`src/rtl/peak_finder_if.sv`:
```
// rtl/peak_finder_if.sv - sample/threshold inputs and peak event outputs of peak_finder
`timescale 1ns/1ps
interface peak_finder_if #(
    parameter int DATA_W  = 16,
    parameter int TS_W    = 32,
    parameter int WIDTH_W = 8
);
    logic signed [DATA_W-1:0]  input_data;
    logic signed [DATA_W-1:0]  threshold;
    logic                      peak_valid;
    logic signed [DATA_W-1:0]  peak_amp;
    logic        [TS_W-1:0]    peak_time;
    logic        [WIDTH_W-1:0] peak_width;
    logic                      peak_long;
    logic                      peak_pileup;

    modport master (
        output input_data, threshold,
        input  peak_valid, peak_amp, peak_time, peak_width, peak_long, peak_pileup
    );

    modport slave (
        input  input_data, threshold,
        output peak_valid, peak_amp, peak_time, peak_width, peak_long, peak_pileup
    );
endinterface

```
`src/rtl/peak_finder.sv`:
```
// rtl/peak_finder.sv - threshold pulse detector reporting peak amplitude, time and width
// Optional pile-up detection is compiled in with PEAK_FINDER_PILEUP_EN.
`timescale 1ns/1ps
module peak_finder #(
    parameter int DATA_W    = 16,
    parameter int TS_W      = 32,
    parameter int WIDTH_W   = 8,
    parameter int MIN_WIDTH = 2,
    parameter int MAX_WIDTH = 64,
    parameter int DEAD_TIME = 4
) (
    input logic          clk,
    input logic          reset,
    peak_finder_if.slave pf
);
    typedef enum logic [1:0] {S_IDLE, S_PULSE, S_DEAD} state_t;

    localparam int DCNT_W = (DEAD_TIME > 2) ? $clog2(DEAD_TIME) : 1;
    localparam logic [DCNT_W-1:0]  DEAD_LAST = DCNT_W'((DEAD_TIME > 0) ? DEAD_TIME - 1 : 0);
    localparam logic [WIDTH_W-1:0] W_MAX     = WIDTH_W'(MAX_WIDTH);
    localparam logic [WIDTH_W-1:0] W_MIN     = WIDTH_W'(MIN_WIDTH);

    state_t                    r_state, w_next;
    logic signed [DATA_W-1:0]  r_s, r_max;
    logic        [TS_W-1:0]    r_ts, r_ts_s, r_tmax;
    logic        [WIDTH_W-1:0] r_width;
    logic        [DCNT_W-1:0]  r_dead_cnt;

    logic                      r_peak_valid, r_peak_long;
    logic signed [DATA_W-1:0]  r_peak_amp;
    logic        [TS_W-1:0]    r_peak_time;
    logic        [WIDTH_W-1:0] r_peak_width;

    logic                      w_above, w_new_max, w_dead_done;
    logic        [WIDTH_W-1:0] w_width_inc;
    logic                      w_start, w_grow, w_cut, w_emit;
    logic signed [DATA_W-1:0]  w_emit_amp;
    logic        [TS_W-1:0]    w_emit_time;
    logic        [WIDTH_W-1:0] w_emit_width;

    assign w_above     = r_s > pf.threshold;
    assign w_new_max   = r_s > r_max;
    assign w_width_inc = r_width + 1'b1;
    assign w_dead_done = r_dead_cnt >= DEAD_LAST;

    always_ff @(posedge clk or posedge reset) begin
        if (reset) r_state <= S_IDLE;
        else       r_state <= w_next;
    end

    always_comb begin
        w_next = r_state;
        case (r_state)
            S_IDLE:  if (w_above) w_next = S_PULSE;
            S_PULSE: if (!w_above || w_width_inc == W_MAX) w_next = S_DEAD;
            S_DEAD:  if (w_dead_done && !w_above) w_next = S_IDLE;
            default: w_next = S_IDLE;
        endcase
    end

    // A MAX_WIDTH cut reports on the cutting sample itself, so fold it into the result.
    always_comb begin
        w_start      = (r_state == S_IDLE) && w_above;
        w_grow       = (r_state == S_PULSE) && w_above;
        w_cut        = w_grow && (w_width_inc == W_MAX);
        w_emit       = w_cut || ((r_state == S_PULSE) && !w_above && (r_width >= W_MIN));
        w_emit_amp   = (w_cut && w_new_max) ? r_s    : r_max;
        w_emit_time  = (w_cut && w_new_max) ? r_ts_s : r_tmax;
        w_emit_width = w_cut ? w_width_inc : r_width;
    end

    always_ff @(posedge clk or posedge reset) begin
        if (reset) begin
            r_ts       <= '0;
            r_ts_s     <= '0;
            r_s        <= '0;
            r_max      <= '0;
            r_tmax     <= '0;
            r_width    <= '0;
            r_dead_cnt <= '0;
        end else begin
            r_ts   <= r_ts + 1'b1;
            r_ts_s <= r_ts;
            r_s    <= pf.input_data;
            if (w_start) begin
                r_max   <= r_s;
                r_tmax  <= r_ts_s;
                r_width <= {{(WIDTH_W-1){1'b0}}, 1'b1};
            end else if (w_grow) begin
                r_width <= w_width_inc;
                if (w_new_max) begin
                    r_max  <= r_s;
                    r_tmax <= r_ts_s;
                end
            end
            if (r_state != S_DEAD)  r_dead_cnt <= '0;
            else if (!w_dead_done)  r_dead_cnt <= r_dead_cnt + 1'b1;
        end
    end

    always_ff @(posedge clk or posedge reset) begin
        if (reset) begin
            r_peak_valid <= 1'b0;
            r_peak_amp   <= '0;
            r_peak_time  <= '0;
            r_peak_width <= '0;
            r_peak_long  <= 1'b0;
        end else begin
            r_peak_valid <= w_emit;
            if (w_emit) begin
                r_peak_amp   <= w_emit_amp;
                r_peak_time  <= w_emit_time;
                r_peak_width <= w_emit_width;
                r_peak_long  <= w_cut;
            end
        end
    end

    assign pf.peak_valid = r_peak_valid;
    assign pf.peak_amp   = r_peak_amp;
    assign pf.peak_time  = r_peak_time;
    assign pf.peak_width = r_peak_width;
    assign pf.peak_long  = r_peak_long;

`ifdef PEAK_FINDER_PILEUP_EN
    logic signed [DATA_W-1:0] r_prev;
    logic                     r_falling, r_pileup, r_peak_pileup;
    logic                     w_rise;

    // A rise only counts as pile-up once the pulse has already started falling.
    assign w_rise = w_grow && r_falling && (r_s > r_prev);

    always_ff @(posedge clk or posedge reset) begin
        if (reset) begin
            r_prev        <= '0;
            r_falling     <= 1'b0;
            r_pileup      <= 1'b0;
            r_peak_pileup <= 1'b0;
        end else begin
            if (w_start) begin
                r_prev    <= r_s;
                r_falling <= 1'b0;
                r_pileup  <= 1'b0;
            end else if (w_grow) begin
                r_prev <= r_s;
                if (r_s < r_prev) r_falling <= 1'b1;
                if (w_rise)       r_pileup  <= 1'b1;
            end
            if (w_emit) r_peak_pileup <= r_pileup | w_rise;
        end
    end

    assign pf.peak_pileup = r_peak_pileup;
`else
    assign pf.peak_pileup = 1'b0;
`endif
endmodule

```
`src/flat_wrapper.sv`:
```
// flat-port wrapper written by rule: the top's interface ports become plain ports
module peak_finder_flat 
#(
    parameter int DATA_W    = 16,
    parameter int TS_W      = 32,
    parameter int WIDTH_W   = 8,
    parameter int MIN_WIDTH = 2,
    parameter int MAX_WIDTH = 64,
    parameter int DEAD_TIME = 4
)
  (clk, reset, pf_input_data, pf_threshold, pf_peak_valid, pf_peak_amp, pf_peak_time, pf_peak_width, pf_peak_long, pf_peak_pileup);
  peak_finder_if #(.DATA_W(DATA_W), .TS_W(TS_W), .WIDTH_W(WIDTH_W)) pf_i ();
  input logic clk;
  input logic reset;
  input wire logic [$bits(pf_i.input_data)-1:0] pf_input_data;
  input wire logic [$bits(pf_i.threshold)-1:0] pf_threshold;
  output wire logic [$bits(pf_i.peak_valid)-1:0] pf_peak_valid;
  output wire logic [$bits(pf_i.peak_amp)-1:0] pf_peak_amp;
  output wire logic [$bits(pf_i.peak_time)-1:0] pf_peak_time;
  output wire logic [$bits(pf_i.peak_width)-1:0] pf_peak_width;
  output wire logic [$bits(pf_i.peak_long)-1:0] pf_peak_long;
  output wire logic [$bits(pf_i.peak_pileup)-1:0] pf_peak_pileup;
  assign pf_i.input_data = pf_input_data;
  assign pf_i.threshold = pf_threshold;
  assign pf_peak_valid = pf_i.peak_valid;
  assign pf_peak_amp = pf_i.peak_amp;
  assign pf_peak_time = pf_i.peak_time;
  assign pf_peak_width = pf_i.peak_width;
  assign pf_peak_long = pf_i.peak_long;
  assign pf_peak_pileup = pf_i.peak_pileup;
  peak_finder #(.DATA_W(DATA_W), .TS_W(TS_W), .WIDTH_W(WIDTH_W), .MIN_WIDTH(MIN_WIDTH), .MAX_WIDTH(MAX_WIDTH), .DEAD_TIME(DEAD_TIME)) u_core (.clk(clk), .reset(reset), .pf(pf_i));
endmodule
```
`config.mk`:
```
export PLATFORM = sky130hd
export DESIGN_NAME = peak_finder_flat
export DESIGN_NICKNAME = d
export VERILOG_FILES = /design/src/rtl/peak_finder_if.sv /design/src/rtl/peak_finder.sv /design/src/flat_wrapper.sv
export SDC_FILE = /design/constraint.sdc
export NUM_CORES = 1
export LEC_CHECK = 0
export BUFFER_PORTS_ARGS = -buffer_cell sky130_fd_sc_hd__buf_4
export CAP_MARGIN = 20
export CORE_MARGIN = 5
export CORE_UTILIZATION = 25
export DETAILED_ROUTE_END_ITERATION = 6
export SYNTH_ARGS = -nofsm -noshare
export SYNTH_HDL_FRONTEND = slang
export SYNTH_SLANG_ARGS = --single-unit
export TNS_END_PERCENT = 1
```
`constraint.sdc`:
```
create_clock -name clk -period 7 [get_ports clk]
set_input_delay 0.35 -clock clk [delete_from_list [all_inputs] [get_ports clk]]
set_output_delay 0.35 -clock clk [all_outputs]
set_load 0.005 [all_outputs]
```
== Word level (Yosys, flattened, before mapping) ==
Index checks and enable logic that the tools add are counted.

* $add $sub $neg: 3
* $lt $le $gt $ge: 4
* Equal/unequal tests: 8
* Multiplexer cells: 17
* Reductions and logical operators: 15

{| class="wikitable"
|+ Operator list
! kind !! count
|-
| 2-to-1 mux 32 bit || 4
|-
| 2-to-1 mux 16 bit || 4
|-
| adder 32 x 1 -> 32 bit, second input constant || 1
|-
| > comparator 16 bit || 2
|-
| 2-to-1 mux 8 bit || 3
|-
| 2-to-1 mux 2 bit || 5
|-
| adder 8 x 1 -> 8 bit, second input constant || 1
|-
| == test 8 x 7 -> 1 bit, second input constant || 1
|-
| >= comparator 8 x 2 -> 1 bit, second input constant || 1
|-
| logical AND 1 bit || 7
|-
| inequality test 2 x 1 -> 1 bit, second input constant || 3
|-
| case mux 2 bit (3 select lines) || 1
|-
| inequality test 2 bit, second input constant || 2
|-
| nonzero test 2 bit || 2
|-
| AND reduction 3 bit || 1
|-
| adder 2 x 1 -> 2 bit, second input constant || 1
|-
| == test 2 x 1 -> 1 bit, second input constant || 1
|-
| == test 2 bit, second input constant || 1
|-
| >= comparator 2 bit, second input constant || 1
|-
| zero test 2 bit || 1
|-
| logical OR 1 bit || 2
|-
| AND reduction 2 bit || 1
|-
| zero test 1 bit || 1
|}

* Register bits after elaboration: 198
* Input bits: 34
* Output and inout bits: 59
* Logic and storage cells: 60

== Logic depth before layout (Yosys ltp) ==
* Word-level depth: 5
* Depth in mapped cells: 11
* Mapped depth without buffers: 9

== Least setup slack after synthesis ==
No wires, ideal clock.

* Kind: reg-to-reg
* Start: register u_core.r_s[6]
* End: register u_core.r_peak_amp[1] (netlist: u_core.pf.peak_amp[1])
* Arrival: 2.461 ns
* Required time: 6.874 ns
* Slack: 4.413 ns
* Cell stages (with the launch flop): 10
* Buffers on the path: 1
* Period minus slack after synthesis: 2.587 ns
* Path through: dfrtp_1 ha_1 a21oi_1 a21boi_1 o31a_1 o31a_4 a211o_4 buf_6 and3_1 a221o_1

* Word-level cells in the longest chain between the ends: 5
* Elaborated cells on any way between the ends: 10

{| class="wikitable"
|+ Ends and longest elaborated chain
! item !! RTL line !! RTL
|-
| from (decl) || peak_finder.sv:24 || <nowiki>logic signed [DATA_W-1:0] r_s, r_max;</nowiki>
|-
| from (signal assigned) || peak_finder.sv:84 || <nowiki>r_s <= pf.input_data;</nowiki>
|-
| > comparator 16 bit || peak_finder.sv:41 || <nowiki>assign w_above = r_s > pf.threshold;</nowiki>
|-
| logical AND 1 bit or zero test 1 bit (tied branches) || peak_finder.sv:64, peak_finder.sv:66 ||
|-
| logical AND 1 bit, on equally long branches || peak_finder.sv:65, peak_finder.sv:66 ||
|-
| logical AND 1 bit, on equally long branches || peak_finder.sv:67, peak_finder.sv:66 ||
|-
| 2-to-1 mux 16 bit or logical OR 1 bit (tied branches) || peak_finder.sv:67, peak_finder.sv:66 ||
|-
| to (signal assigned) || peak_finder.sv:111 || <nowiki>r_peak_amp <= w_emit_amp;</nowiki>
|-
| to (decl) || peak_finder.sv:30 || <nowiki>logic signed [DATA_W-1:0] r_peak_amp;</nowiki>
|}

Several ways; a longest one is shown, not always the timed one.
A chain may end at the register's enable or synchronous reset.

== Worst setup path in the final report ==
* Start: register u_core.r_width[0]
* End: register u_core.r_peak_time[26] (netlist: u_core.pf.peak_time[26])

* Word-level cells in the longest chain between the ends: 5
* Elaborated cells on any way between the ends: 8

{| class="wikitable"
|+ Ends and longest elaborated chain
! item !! RTL line !! RTL
|-
| from (decl) || peak_finder.sv:26 || <nowiki>logic [WIDTH_W-1:0] r_width;</nowiki>
|-
| from (signal assigned) || peak_finder.sv:88 || <nowiki>r_width <= {{(WIDTH_W-1){1'b0}}, 1'b1};</nowiki>
|-
| from (signal assigned) || peak_finder.sv:90 || <nowiki>r_width <= w_width_inc;</nowiki>
|-
| adder 8 x 1 -> 8 bit || peak_finder.sv:43 || <nowiki>assign w_width_inc = r_width + 1'b1;</nowiki>
|-
| == test 8 x 7 -> 1 bit || peak_finder.sv:65 || <nowiki>w_cut = w_grow && (w_width_inc == W_MAX);</nowiki>
|-
| logical AND 1 bit || peak_finder.sv:65 ||
|-
| logical AND 1 bit || peak_finder.sv:68 || <nowiki>w_emit_time = (w_cut && w_new_max) ? r_ts_s : r_tmax;</nowiki>
|-
| 2-to-1 mux 32 bit || peak_finder.sv:68 ||
|-
| to (signal assigned) || peak_finder.sv:112 || <nowiki>r_peak_time <= w_emit_time;</nowiki>
|-
| to (decl) || peak_finder.sv:31 || <nowiki>logic [TS_W-1:0] r_peak_time;</nowiki>
|}

Several ways; a longest one is shown, not always the timed one.

==> results.py <==
metrics = {
    "run_status": {
        "outcome": "finished, final reports clean",
    },
    "power_and_ir_drop": {
        "ir_drop_uv": 141.6,
        "p_per_area_nw_per_um2": 313.2,
        "p_leak_uw": 0.005137,
    },
    "clock_network": {
        "cts.sinks": 198,
        "clock_path_buffers": 2,
        "htreeDepth": 4,
        "cts_root_buffer": "clkbuf_16",
        "clk_pin_slew_ps": 80,
        "numCtsBuffers": 17,
        "clk_latency_ps": 440,
        "cts_tree": "built",
        "post_cts_resized": 0,
    },
    "detailed_routing": {
        "num_vias": 5510,
        "ant_nets": 0,
        "via_per_inst": 4.557,
        "drt_pass1_iterations": 5,
        "wl_per_cell_um": 16.11,
        "drc": 0,
        "drt_iter0_markers": 318,
        "wirelength_mm": 19.48,
    },
    "timing": {
        "hold_violations": 0,
        "setup_viol_count_final": 0,
        "final_max_slew_viol_count": 0,
        "rsz0062_at_grt": "false",
        "relSlewSlack_pct": 39.94,
        "fin_ws_ps": 3107,
        "tightest_slew_ps": 900.9,
        "tns_ps": 0,
        "period_share_pct": 55.62,
        "max_freq_mhz": 256.8,
        "fin_crit_ps": 3893,
        "clock_skew_ps": 26.86,
        "timing.hold.ws_ps": 16.26,
    },
    "floorplanning": {
        "core_area_um2": 33620,
        "num_rows": 67,
        "fp.dieH_um": 194.5,
        "io_pins": 93,
        "dieArea_um2": 37850,
        "die_w_um": 194.5,
        "start_util_pct": 25.33,
    },
    "setup_path": {
        "worstSetupPathType": "reg2reg",
        "cp_top_family": "buffers and inverters",
        "crit_chain": "ha_1, nand3_2, nor4_1, o211ai_1, a21oi_2, nand4_2, buf_4, o21ai_4, buf_4, a221o_1",
        "crit_buf_inv": 2,
        "end_kind": "register",
        "cpMaxStageDelayCell": "nand4_2",
        "critical_path_required_ps": 7350,
        "crit_top_cell": "buf_4",
        "cp.arrival_ps": 4250,
        "startpoint_type": "register",
        "crit_path_max_incr_delay_ps": 580,
        "cp_max_fo": 41,
    },
    "global_routing": {
        "grt_pass1_wl_mm": 31.77,
        "grtUsageTotal_pct": 10.39,
        "antenna_found_initial": 0,
        "grt_pass1_vias": 5683,
        "grt_overflow": 0,
        "grt_max_degree": 127,
    },
    "place": {
        "place_ws_ps": 3122,
        "dp_cells": 1176,
        "io_buffers": 91,
        "gp_congestion": 0.7726,
        "place_area_um2": 9567,
        "hpwlAfterDp_mm": 13.00,
    },
    "yosys": {
        "yosysSeqAreaShare_pct": 58.19,
        "synth-seq-cells": 198,
        "avgSynthCellArea_um2": 12.73,
        "netlist_instances": 669,
        "synth_edf_count": 0,
        "synth_cell_types": 54,
        "synth-main-ff-cell": "dfrtp_1",
        "async_flop_share_pct": 100.0,
        "postSynthNetCount": 740,
        "syn_area_um2": 8514,
        "yosysWarnings": 0,
    },
    "cells_and_area": {
        "drive_gt1_share_pct": 24.31,
        "final_cell_mix": "dfrtp_1, buf_4, and3_1",
        "fin_cells": 1209,
        "diodes": 0,
        "layout.cells.most_common": "dfrtp_1",
        "final_nets": 820,
        "area_growth_pct": 19.66,
        "design_area_um2": 10190,
    },
    "worst_hold_path": {
        "holdCritPathClass": "in2reg",
    },
    "run": {
        "maxCapViolations": 0,
    },
}
[kinds of logic (layout without fill, tap and decap cells)]
| kind of cell | count (synthesis) | count (layout) | share of synthesized area, % |
|---|---|---|---|
| flip-flops | 198 | 198 | 58.19 |
| AND/OR/NAND/NOR | 169 | 169 | 10.93 |
| AO/OA/AOI/OAI | 100 | 100 | 10.15 |
| buffers and inverters | 76 | 168 | 4.673 |
| multiplexers | 55 | 55 | 7.171 |
| adder cells (fa/ha/maj) | 37 | 37 | 5.437 |
| XOR/XNOR | 33 | 33 | 3.395 |
| other | 1 | 1 | 0.04404 |
[flip-flops by register name, summed over array words and instances (netlist names)]
signal and cells:
u_core.r_tmax 32, u_core.pf.peak_time 32, u_core.r_state 2, u_core.pf.peak_width 8, u_core.pf.peak_valid 1, u_core.r_ts_s 32
u_core.r_max 16, u_core.r_s 16, u_core.pf.peak_long 1, u_core.r_width 8, u_core.pf.peak_amp 16, u_core.r_ts 32
u_core.r_dead_cnt 2
[cell usage after synthesis (3+ instances only)]
master	n	share of area (%)
a211o_1	3	0.31
and4_1	3	0.31
buf_6	10	1.3
xnor2_1	24	2.5
ha_1	37	5.4
buf_2	9	0.53
and3_1	58	4.3
mux2i_1	7	0.82
nand3_1	15	0.88
nand4_1	16	1.2
nand2_1	35	1.5
nor3_1	3	0.18
a221o_1	48	5.6
a21oi_1	11	0.65
dfrtp_1	198	58
o21ai_0	8	0.47
a21o_1	6	0.53
xor2_1	9	0.93
nand2b_1	3	0.22
inv_1	40	1.8
nor4_1	6	0.44
nor2_1	20	0.88
clkbuf_1	10	0.44
buf_4	7	0.62
mux2_2	48	6.3
[what timing repair did]
action | in CTS | in global routing
hold endpoints to repair | 2 | 0
endpoints found under the setup margin | 0 | 0
hold buffers | 2 | 0
buffers inserted | 0 | 0
[layer usage]
metal | vias up | wire [µm] | GRT usage [%]
met1 | 2825 | 9155 | 13.90
met2 | 85 | 9384 | 17.04
met5 | - | 0 | 0
li1 | 2582 | - | -
met3 | 18 | 614 | 1.749
met4 | 0 | 323 | 3.724
[final timing paths]
check,endpoint,start,depth (start not counted),slack (ps)
setup / recovery,u_core.pf.peak_time[26],u_core.r_width[0],10,3110
hold / removal,u_core.r_s[7],pf_input_data[7],1,20
setup reg to reg,u_core.pf.peak_time[26],u_core.r_width[0],10,3110
hold reg to reg,u_core.r_ts_s[31],u_core.r_ts[31],0,400
max in group asynchronous,u_core.r_ts_s[3],reset,3,5460
min in group asynchronous,u_core.r_tmax[23],reset,2,110
[area by class of cell]
class | count | area, µm²
Fill cell | 3392 | 23430
Sequential cell | 198 | 4955
Multi-Input combinational cell | 395 | 3181
Timing Repair Buffer | 97 | 733.2
Tap cell | 448 | 560.5
Clock buffer | 17 | 425.4
Clock inverter | 14 | 176.4
Inverter | 40 | 157.7
[worst reg2reg max path, stage by stage (launching register included)]
cell and delay, ps:
dfrtp_1 530, ha_1 290, nand3_2 150, nor4_1 270, o211ai_1 140, a21oi_2 270
nand4_2 580, buf_4 500, o21ai_4 320, buf_4 520, a221o_1 260
[where the power goes]
part | leakage (µW) | internal (µW) | switching (µW)
Clock | 0.000295 | 514 | 483
Sequential | 0.00260 | 1290 | 131
Combinational | 0.00224 | 390 | 382
[stage by stage]
stage / total power, µW / utilization (%)
2_1_floorplan: 1968 / -
3_3_place_gp: 2213 / 28.46
3_5_place_dp: 2227 / 28.46
4_1_cts: 3237 / 30.31
5_1_grt: 3377 / 30.31
6_report: 3191 / 30.31
Power figures use the tool's default switching activity.
